## src/rtl/riscv_pkg.sv

```systemverilog
// ---------------------------------------------------------------------------
// riscv_pkg
// Shared definitions for the MiniRiscV decode stage.
//   XLEN / NREG / REG_AW : datapath width, register count, register index width
//   OP_*                 : the nine base opcodes this core decodes
//   imm_fmt_e            : which immediate layout an instruction uses
//   idex_t               : contents of the ID/EX pipeline register
//   gen_imm()            : builds the sign-extended immediate for a format
// ---------------------------------------------------------------------------
package riscv_pkg;

    localparam int XLEN   = 32;
    localparam int NREG   = 32;
    localparam int REG_AW = $clog2(NREG);

    localparam logic [6:0] OP_R      = 7'b0110011;
    localparam logic [6:0] OP_IMM    = 7'b0010011;
    localparam logic [6:0] OP_LOAD   = 7'b0000011;
    localparam logic [6:0] OP_STORE  = 7'b0100011;
    localparam logic [6:0] OP_BRANCH = 7'b1100011;
    localparam logic [6:0] OP_JAL    = 7'b1101111;
    localparam logic [6:0] OP_JALR   = 7'b1100111;
    localparam logic [6:0] OP_LUI    = 7'b0110111;
    localparam logic [6:0] OP_AUIPC  = 7'b0010111;

    typedef enum logic [2:0] {
        IMM_NONE,
        IMM_I,
        IMM_S,
        IMM_B,
        IMM_U,
        IMM_J
    } imm_fmt_e;

    typedef struct packed {
        logic              valid;
        logic [XLEN-1:0]   pc;
        logic [XLEN-1:0]   rs1_data;
        logic [XLEN-1:0]   rs2_data;
        logic [XLEN-1:0]   imm;
        logic [REG_AW-1:0] rd;
        logic [6:0]        opcode;
        logic [2:0]        funct3;
        logic              funct7b5;
        logic              mem_read;
        logic              illegal;
    } idex_t;

    // B and J immediates carry an implicit zero LSB; U places its field in
    // the upper 20 bits and is never sign-extended.
    function automatic logic [XLEN-1:0] gen_imm(input logic [XLEN-1:0] inst,
                                                input imm_fmt_e        fmt);
        logic [XLEN-1:0] imm;
        imm = '0;
        case (fmt)
            IMM_I:   imm = {{20{inst[31]}}, inst[31:20]};
            IMM_S:   imm = {{20{inst[31]}}, inst[31:25], inst[11:7]};
            IMM_B:   imm = {{20{inst[31]}}, inst[7], inst[30:25], inst[11:8], 1'b0};
            IMM_U:   imm = {inst[31:12], 12'b0};
            IMM_J:   imm = {{12{inst[31]}}, inst[19:12], inst[20], inst[30:21], 1'b0};
            default: imm = '0;
        endcase
        return imm;
    endfunction

endpackage

```

## src/rtl/inst_decode_if.sv

```systemverilog
// ---------------------------------------------------------------------------
// inst_decode_if
// Bundles the decode stage's fetch-side, write-back and ID/EX signals.
//   master : fetch / write-back / execute side (drives inst, pc_in, flush,
//            wb_*, observes stall and the ID/EX register)
//   slave  : the decode stage itself
// ---------------------------------------------------------------------------
interface inst_decode_if;
    import riscv_pkg::*;

    logic [XLEN-1:0]   inst;
    logic [XLEN-1:0]   pc_in;
    logic              flush;
    logic              wb_en;
    logic [REG_AW-1:0] wb_addr;
    logic [XLEN-1:0]   wb_data;

    logic              stall;
    logic              valid_out;
    logic [XLEN-1:0]   pc_out;
    logic [XLEN-1:0]   rs1_data;
    logic [XLEN-1:0]   rs2_data;
    logic [XLEN-1:0]   imm32;
    logic [REG_AW-1:0] rd;
    logic [6:0]        opcode;
    logic [2:0]        funct3;
    logic              funct7b5;
    logic              mem_read;
    logic              illegal;

    modport master (
        output inst, pc_in, flush, wb_en, wb_addr, wb_data,
        input  stall, valid_out, pc_out, rs1_data, rs2_data, imm32,
               rd, opcode, funct3, funct7b5, mem_read, illegal
    );

    modport slave (
        input  inst, pc_in, flush, wb_en, wb_addr, wb_data,
        output stall, valid_out, pc_out, rs1_data, rs2_data, imm32,
               rd, opcode, funct3, funct7b5, mem_read, illegal
    );

endinterface

```

## src/rtl/reg_file.sv

```systemverilog
// ---------------------------------------------------------------------------
// reg_file
// 32 x XLEN architectural register file, two read ports and one write port.
//   clk, rst              : clock, synchronous active-high clear of all regs
//   rs1_addr_i/rs2_addr_i : read indices
//   rs1_data_o/rs2_data_o : read data (x0 reads zero, write-first bypass)
//   wb_en_i/wb_addr_i/wb_data_i : write-back port (x0 writes dropped)
// ---------------------------------------------------------------------------
module reg_file
    import riscv_pkg::*;
(
    input  logic              clk,
    input  logic              rst,
    input  logic [REG_AW-1:0] rs1_addr_i,
    input  logic [REG_AW-1:0] rs2_addr_i,
    input  logic              wb_en_i,
    input  logic [REG_AW-1:0] wb_addr_i,
    input  logic [XLEN-1:0]   wb_data_i,
    output logic [XLEN-1:0]   rs1_data_o,
    output logic [XLEN-1:0]   rs2_data_o
);

    logic [XLEN-1:0] regs_q [NREG];
    logic            wr_en;

    assign wr_en = wb_en_i && (wb_addr_i != '0);

    always_ff @(posedge clk) begin
        if (rst) begin
            for (int i = 0; i < NREG; i++) begin
                regs_q[i] <= '0;
            end
        end else if (wr_en) begin
            regs_q[wb_addr_i] <= wb_data_i;
        end
    end

    // Write-first: a same-cycle write to the register being read is
    // forwarded so decode never sees the stale value.
    always_comb begin
        rs1_data_o = regs_q[rs1_addr_i];
        if (rs1_addr_i == '0) begin
            rs1_data_o = '0;
        end else if (wr_en && (wb_addr_i == rs1_addr_i)) begin
            rs1_data_o = wb_data_i;
        end
    end

    always_comb begin
        rs2_data_o = regs_q[rs2_addr_i];
        if (rs2_addr_i == '0) begin
            rs2_data_o = '0;
        end else if (wr_en && (wb_addr_i == rs2_addr_i)) begin
            rs2_data_o = wb_data_i;
        end
    end

endmodule

```

## src/rtl/inst_decode.sv

```systemverilog
// ---------------------------------------------------------------------------
// inst_decode
// ID stage of the MiniRiscV pipeline: decodes the fetched instruction, reads
// operands from the register file, builds the immediate, detects load-use
// hazards and registers everything into the ID/EX pipeline register.
//   clk, rst : clock, synchronous active-high reset
//   bus      : inst_decode_if.slave
//              in : inst, pc_in, flush, wb_en, wb_addr, wb_data
//              out: stall (combinational), valid_out, pc_out, rs1_data,
//                   rs2_data, imm32, rd, opcode, funct3, funct7b5,
//                   mem_read, illegal (all registered)
// ---------------------------------------------------------------------------
module inst_decode
    import riscv_pkg::*;
(
    input  logic         clk,
    input  logic         rst,
    inst_decode_if.slave bus
);

    logic [6:0]        opcode_w;
    logic [REG_AW-1:0] rs1_addr_w;
    logic [REG_AW-1:0] rs2_addr_w;
    logic [REG_AW-1:0] rd_addr_w;
    logic [XLEN-1:0]   rs1_rd_w;
    logic [XLEN-1:0]   rs2_rd_w;

    logic              legal_w;
    logic              uses_rs1_w;
    logic              uses_rs2_w;
    logic              is_load_w;
    imm_fmt_e          fmt_w;

    logic              rs1_hit_w;
    logic              rs2_hit_w;
    logic              stall_w;

    idex_t             idex_q;
    idex_t             idex_d;

    assign opcode_w   = bus.inst[6:0];
    assign rd_addr_w  = bus.inst[11:7];
    assign rs1_addr_w = bus.inst[19:15];
    assign rs2_addr_w = bus.inst[24:20];

    reg_file u_reg_file (
        .clk        (clk),
        .rst        (rst),
        .rs1_addr_i (rs1_addr_w),
        .rs2_addr_i (rs2_addr_w),
        .wb_en_i    (bus.wb_en),
        .wb_addr_i  (bus.wb_addr),
        .wb_data_i  (bus.wb_data),
        .rs1_data_o (rs1_rd_w),
        .rs2_data_o (rs2_rd_w)
    );

    // Opcode classification: legality, operand usage and immediate layout.
    always_comb begin
        legal_w    = 1'b1;
        uses_rs1_w = 1'b0;
        uses_rs2_w = 1'b0;
        is_load_w  = 1'b0;
        fmt_w      = IMM_NONE;
        case (opcode_w)
            OP_R: begin
                uses_rs1_w = 1'b1;
                uses_rs2_w = 1'b1;
            end
            OP_IMM: begin
                uses_rs1_w = 1'b1;
                fmt_w      = IMM_I;
            end
            OP_LOAD: begin
                uses_rs1_w = 1'b1;
                is_load_w  = 1'b1;
                fmt_w      = IMM_I;
            end
            OP_STORE: begin
                uses_rs1_w = 1'b1;
                uses_rs2_w = 1'b1;
                fmt_w      = IMM_S;
            end
            OP_BRANCH: begin
                uses_rs1_w = 1'b1;
                uses_rs2_w = 1'b1;
                fmt_w      = IMM_B;
            end
            OP_JALR: begin
                uses_rs1_w = 1'b1;
                fmt_w      = IMM_I;
            end
            OP_JAL:   fmt_w = IMM_J;
            OP_LUI:   fmt_w = IMM_U;
            OP_AUIPC: fmt_w = IMM_U;
            default:  legal_w = 1'b0;
        endcase
    end

    // Only an operand the instruction actually reads can create a hazard,
    // so immediate bits sitting in the rs1/rs2 fields are ignored.
    assign rs1_hit_w = uses_rs1_w && (rs1_addr_w == idex_q.rd);
    assign rs2_hit_w = uses_rs2_w && (rs2_addr_w == idex_q.rd);

    assign stall_w = !rst && !bus.flush && idex_q.valid && idex_q.mem_read &&
                     (idex_q.rd != '0) && (rs1_hit_w || rs2_hit_w);

    // Flush or stall inserts an all-zero bubble; an illegal opcode keeps the
    // entry invalid with rd forced to x0 so it can neither write back nor
    // trigger a hazard downstream.
    always_comb begin
        idex_d = '0;
        if (!bus.flush && !stall_w) begin
            idex_d.valid    = legal_w;
            idex_d.illegal  = !legal_w;
            idex_d.pc       = bus.pc_in;
            idex_d.rs1_data = rs1_rd_w;
            idex_d.rs2_data = rs2_rd_w;
            idex_d.imm      = gen_imm(bus.inst, fmt_w);
            idex_d.rd       = legal_w ? rd_addr_w : '0;
            idex_d.opcode   = opcode_w;
            idex_d.funct3   = bus.inst[14:12];
            idex_d.funct7b5 = bus.inst[30];
            idex_d.mem_read = legal_w && is_load_w;
        end
    end

    // ID/EX pipeline register.
    always_ff @(posedge clk) begin
        if (rst) begin
            idex_q <= '0;
        end else begin
            idex_q <= idex_d;
        end
    end

    assign bus.stall     = stall_w;
    assign bus.valid_out = idex_q.valid;
    assign bus.pc_out    = idex_q.pc;
    assign bus.rs1_data  = idex_q.rs1_data;
    assign bus.rs2_data  = idex_q.rs2_data;
    assign bus.imm32     = idex_q.imm;
    assign bus.rd        = idex_q.rd;
    assign bus.opcode    = idex_q.opcode;
    assign bus.funct3    = idex_q.funct3;
    assign bus.funct7b5  = idex_q.funct7b5;
    assign bus.mem_read  = idex_q.mem_read;
    assign bus.illegal   = idex_q.illegal;

endmodule

```

## src/flat_wrapper.sv

```systemverilog
// flat-port wrapper written by rule: the top's interface ports become plain ports
module inst_decode_flat import riscv_pkg::*;
  (clk, rst, bus_inst, bus_pc_in, bus_flush, bus_wb_en, bus_wb_addr, bus_wb_data, bus_stall, bus_valid_out, bus_pc_out, bus_rs1_data, bus_rs2_data, bus_imm32, bus_rd, bus_opcode, bus_funct3, bus_funct7b5, bus_mem_read, bus_illegal);
  inst_decode_if bus_i ();
  input  logic clk;
  input  logic rst;
  input wire logic [$bits(bus_i.inst)-1:0] bus_inst;
  input wire logic [$bits(bus_i.pc_in)-1:0] bus_pc_in;
  input wire logic [$bits(bus_i.flush)-1:0] bus_flush;
  input wire logic [$bits(bus_i.wb_en)-1:0] bus_wb_en;
  input wire logic [$bits(bus_i.wb_addr)-1:0] bus_wb_addr;
  input wire logic [$bits(bus_i.wb_data)-1:0] bus_wb_data;
  output wire logic [$bits(bus_i.stall)-1:0] bus_stall;
  output wire logic [$bits(bus_i.valid_out)-1:0] bus_valid_out;
  output wire logic [$bits(bus_i.pc_out)-1:0] bus_pc_out;
  output wire logic [$bits(bus_i.rs1_data)-1:0] bus_rs1_data;
  output wire logic [$bits(bus_i.rs2_data)-1:0] bus_rs2_data;
  output wire logic [$bits(bus_i.imm32)-1:0] bus_imm32;
  output wire logic [$bits(bus_i.rd)-1:0] bus_rd;
  output wire logic [$bits(bus_i.opcode)-1:0] bus_opcode;
  output wire logic [$bits(bus_i.funct3)-1:0] bus_funct3;
  output wire logic [$bits(bus_i.funct7b5)-1:0] bus_funct7b5;
  output wire logic [$bits(bus_i.mem_read)-1:0] bus_mem_read;
  output wire logic [$bits(bus_i.illegal)-1:0] bus_illegal;
  assign bus_i.inst = bus_inst;
  assign bus_i.pc_in = bus_pc_in;
  assign bus_i.flush = bus_flush;
  assign bus_i.wb_en = bus_wb_en;
  assign bus_i.wb_addr = bus_wb_addr;
  assign bus_i.wb_data = bus_wb_data;
  assign bus_stall = bus_i.stall;
  assign bus_valid_out = bus_i.valid_out;
  assign bus_pc_out = bus_i.pc_out;
  assign bus_rs1_data = bus_i.rs1_data;
  assign bus_rs2_data = bus_i.rs2_data;
  assign bus_imm32 = bus_i.imm32;
  assign bus_rd = bus_i.rd;
  assign bus_opcode = bus_i.opcode;
  assign bus_funct3 = bus_i.funct3;
  assign bus_funct7b5 = bus_i.funct7b5;
  assign bus_mem_read = bus_i.mem_read;
  assign bus_illegal = bus_i.illegal;
  inst_decode u_core (.clk(clk), .rst(rst), .bus(bus_i));
endmodule
```

## config.mk

```make
export PLATFORM = sky130hd
export DESIGN_NAME = inst_decode_flat
export DESIGN_NICKNAME = d
export VERILOG_FILES = /design/src/rtl/riscv_pkg.sv /design/src/rtl/inst_decode_if.sv /design/src/rtl/reg_file.sv /design/src/rtl/inst_decode.sv /design/src/flat_wrapper.sv
export SDC_FILE = /design/constraint.sdc
export NUM_CORES = 2
export LEC_CHECK = 0
export BUFFER_PORTS_ARGS = -buffer_cell sky130_fd_sc_hd__buf_2
export CORE_MARGIN = 1.5
export CORE_UTILIZATION = 25
export DETAILED_ROUTE_END_ITERATION = 8
export GPL_ROUTABILITY_DRIVEN = 0
export MAX_ROUTING_LAYER = met4
export SETUP_SLACK_MARGIN = 0.5
export SYNTH_ARGS = -nofsm -noshare
export SYNTH_HDL_FRONTEND = slang
export SYNTH_SLANG_ARGS = --single-unit
```

## constraint.sdc

```tcl
create_clock -name clk -period 4.85 [get_ports clk]
set_input_delay 0.485 -clock clk [delete_from_list [all_inputs] [get_ports clk]]
set_output_delay 0.485 -clock clk [all_outputs]
set_load 0.005 [all_outputs]
```

==> impl_metrics.csv <==
group,metric,value,unit
setup_path,rr_startpoint,"u_core.bus.rd[4]",
logic_synthesis,synth.yosys.seq_area_share,0.569,
logic_synthesis,synthesis.instances,4010,
power_and_ir_drop,vdd.ir_drop.worst,262,uV
power_and_ir_drop,switching_share,0.251,
clock_tree,tritoncts,"yes",
setup_path,timing.critical_path.buf_inv,2,
floorplanning,row_count,178,
setup_path,worst-endpoint-required,5.48,ns
sta,timing_hold_violations_final,0,
logic_synthesis,synth_top_family_by_area,"multiplexers",
setup_path,cpPeakStageDelay,1.02,ns
setup_path,timing.critical_path.arrival,3.84,ns
power_and_ir_drop,power.internal,18.3,mW
logic_synthesis,yosys-mux-area-fraction,0.202,
power_and_ir_drop,power-per-cell-area,355,nW/um^2
clock_tree,clkTransAtPathRegs,0.06,ns
global_routing,grt-ovfl-total,0,
hold_path,timing.hold.worst_path_depth,3,
power_and_ir_drop,power.leakage,23.7,nW
logic_synthesis,number_of_distinct_standard_cells_referenced_by_the_synthesized_netlist,64,
floorplanning,die_height,489,um
placement,post_placement_cell_count,7161,
logic_synthesis,ys.flop_type,"sky130_fd_sc_hd__edfxtp_1",
setup_path,capture_instance_of_the_worst_register_to_register_path,"u_core.bus.rs2_data[28]",
status,result_of_the_run,"finished clean",
sta,setup_viol_count_final,0,
logic_synthesis,synth_fa_ha_area_frac,0,
setup_path,worstSetupEndpointType,"flop",
global_routing,global_route.usage.total,0.188,
route,drtPass1Iterations,5,
setup_path,critical_path.startpoint_type,"primary input",
sta,min_period_over_period,0.662,
sta,shortest_clock_period_the_worst_path_allows_after_layout,3.21,ns
global_routing,grt_pass1_vias,38654,
route,route.antenna.remaining_nets,0,
hold_path,hp-start,"bus_inst[0]",
cells_and_area,finish.cell_count_without_fillers,7488,
route,avgRoutedWirePerCell,30.0,um
clock_tree,htree_levels,4,
logic_synthesis,synth_warnings,0,
cells_and_area,n_fill_cell,23388,
route,dr_total_vias,39371,
logic_synthesis,avgSynthCellArea,14.8,sq um
sta,setup_repair_after_global_routing_missed_its_margin,"false",
power_and_ir_drop,p_seq_frac,0.483,
clock_tree,post_cts.repair.setup_buffers,0,
hold_path,worstHoldPathType,"in2reg",
sta,max_slew_violation_total_from_the_final_report,0,
cells_and_area,design_area,68900,sq um
setup_path,worstSetupPathType,"in2reg",
clock_tree,root_buffer,"sky130_fd_sc_hd__clkbuf_16",
route,drt_wl_total,224,mm
cells_and_area,final_nets,4299,
clock_tree,clk-insertion-delay-late,0.80,ns
clock_tree,clock_sink_count,1171,
sta,fin_skew,0.0331,ns
floorplanning,pin_count,253,
floorplanning,fp.coreArea,235000,sq um
logic_synthesis,synth.ff_latch_count,1171,
setup_path,worst_setup_sp,"bus_inst[23]",
route,route.detailed.drc,0,
placement,post_dp_cell_area,64100,sq um
global_routing,grt_start_max_net_pins,86,
logic_synthesis,async_reset_ff_frac,0,
placement,portBuffers,252,
sta,tns_setup,0,ns
sta,worstMarginPinSlew,1.43,ns
cells_and_area,drive_above_1_share,0.286,
setup_path,cp_top_family,"buffers and inverters",
placement,place.detailed.hpwl,136,mm
clock_tree,cts_inserted_buffers,131,
logic_synthesis,share_of_the_synthesized_netlist_area_taken_by_xor_and_xnor_gates,0.00296,
floorplanning,die_area,240000,sq um
power_and_ir_drop,switching_power,6.12,mW
global_routing,grt_antenna_before_repair,45,
setup_path,path_cells,"buf_2 > nand3_1 > buf_4 > o22ai_1 > nor4_1 > mux2i_1 > nor3_1",
route,initialDrtViolationCount,6069,
cells_and_area,utilization,0.293,
setup_path,worst-r2r-cell-count,6,
floorplanning,die_width,489,um
power_and_ir_drop,share_comb_of_total_power,0.109,
clock_tree,clock_path_buffers,3,
global_routing,global_route_wire_length_before_repair,305,mm
floorplanning,initial_core_util,0.252,
sta,timing.max_slew.rel_slack,0.0418,
setup_path,cp_slowest_cell,"sky130_fd_sc_hd__nand3_1",
job,max-cap-violations,0,
logic_synthesis,synth_compound_gate_area_share,0.0391,
route,vias_per_cell,5.26,
logic_synthesis,synth_edf_count,1024,
sta,max_freq,312,MHz
cells_and_area,area_growth_syn_to_layout,16.4,%
setup_path,critical_path.max_fanout,32,
logic_synthesis,synth_simple_gate_area_frac,0.150,
setup_path,setup.reg_to_reg.worst_slack,2.25,ns
logic_synthesis,netlist_area,59200,sq um
power_and_ir_drop,clock_power_share,0.408,
hold_path,hold_end,"u_core.bus.opcode[0]",
-- synth_stat cells, types with 29 or more instances --
cell type / count / area [sq um]
sky130_fd_sc_hd__or2_2: 33 / 206
sky130_fd_sc_hd__mux2i_1: 39 / 390
sky130_fd_sc_hd__a21oi_1: 29 / 145
sky130_fd_sc_hd__nand3_1: 29 / 145
sky130_fd_sc_hd__a22oi_1: 104 / 781
sky130_fd_sc_hd__buf_2: 79 / 395
sky130_fd_sc_hd__nor4_1: 53 / 332
sky130_fd_sc_hd__mux4_2: 499 / 11200
sky130_fd_sc_hd__and2_1: 994 / 6220
sky130_fd_sc_hd__clkbuf_1: 249 / 935
sky130_fd_sc_hd__dfxtp_1: 147 / 2940
sky130_fd_sc_hd__edfxtp_1: 1024 / 30700
sky130_fd_sc_hd__buf_4: 55 / 413
sky130_fd_sc_hd__nand2_1: 39 / 146
sky130_fd_sc_hd__o22ai_1: 116 / 726
sky130_fd_sc_hd__nor2_1: 129 / 484
sky130_fd_sc_hd__nor3_1: 49 / 245
sky130_fd_sc_hd__inv_1: 49 / 184
-- placed cells by master (no fill, tap or decap), drive strengths merged, types with 64 or more instances in the layout --
master,count
clkbuf,171
nor2,129
o22ai,116
buf,393
dfxtp,147
mux4,499
and2,995
a22oi,104
nor3,64
edfxtp,1024
-- state kept, by name, summed over array words and instances (netlist names) --
name	cells
u_core.bus.illegal	1
u_core.bus.pc_out	32
u_core.bus.rd	5
u_core.bus.mem_read	1
u_core.bus.funct7b5	1
u_core.bus.funct3	3
u_core.bus.opcode	7
u_core.bus.rs2_data	32
u_core.bus.imm32	32
u_core.bus.rs1_data	32
u_core.u_reg_file.regs_q	1024
u_core.bus.valid_out	1
-- cell families (layout without fill, tap and decap cells) --
kind of cell / count (synthesis) / count (layout)
AOI/OAI and AO/OA: 319 / 319
xor gates and xnor gates: 20 / 20
buffers and inverters: 472 / 733
DFF: 1171 / 1171
muxes: 564 / 564
other: 1 / 68
and+or+nand+nor: 1463 / 1463
-- layer usage --
metal | vias up | track usage | part of all wire
li1 | 15718 | - | -
met4 | 0 | 0.0952 | 0.053
met2 | 2831 | 0.299 | 0.48
met1 | 20231 | 0.221 | 0.36
met5 | - | - | 0
met3 | 591 | 0.0454 | 0.11
-- cell type report --
cell class / instances / area (sq um) / area share
diodes: 36 / 90.1 / 0.00131
clock buffers: 171 / 3550 / 0.0515
clock inverters: 70 / 657 / 0.00954
inverters: 49 / 184 / 0.00267
multi-input cells: 2398 / 23700 / 0.344
flip-flops and latches: 1171 / 33700 / 0.489
well taps: 3150 / 3940 / 0.0572
repair buffers: 443 / 3060 / 0.0445
-- worst max path at each step --
| stage | slack (ns) | cells past startpoint | endpoint |
|---|---|---|---|
| 5_1_grt | 1.67 | 7 | u_core.bus.rs2_data[31] |
| 3_3_place_gp | 1.04 | 7 | u_core.bus.rs2_data[21] |
| 6_report | 1.64 | 7 | u_core.bus.rs2_data[31] |
| 3_5_place_dp | 1.05 | 7 | u_core.bus.rs2_data[21] |
| 4_1_cts | 1.87 | 7 | u_core.bus.rs2_data[21] |
| 2_1_floorplan | 2.45 | 7 | u_core.u_reg_file.regs_q[24][0] |
-- worst min-delay path, cell delays in order --
cell                     delay, ns
sky130_fd_sc_hd__buf_2        0.14
sky130_fd_sc_hd__inv_1        0.10
sky130_fd_sc_hd__nor2_1       0.05
-- what timing repair did --
item	in CTS	in global routing
hold endpoints to repair	55	0
endpoints found under the setup margin	0	0
resized for setup	0	0
hold buffers	50	0
-- stage by stage --
step           setup WS (ns)  power [mW]  hold WS [ns]
3_5_place_dp            1.05        14.6         0.706
5_1_grt                 1.67        25.0        0.0366
3_3_place_gp            1.04        14.5         0.706
4_1_cts                 1.87        24.4       0.00314
2_1_floorplan           2.45        13.5         0.597
6_report                1.64        24.4        0.0436
-- power groups by stage --
stage / clock (mW) / sequential [mW] / combinational, mW
after floorplan: 0 / 11.8 / 1.62
after global placement: 0 / 12.0 / 2.57
after detailed placement: 0 / 12.0 / 2.58
after CTS: 10.0 / 11.8 / 2.61
after global routing: 10.4 / 11.8 / 2.74
final: 9.97 / 11.8 / 2.65
No activity file was read; power rests on OpenSTA's default activity.
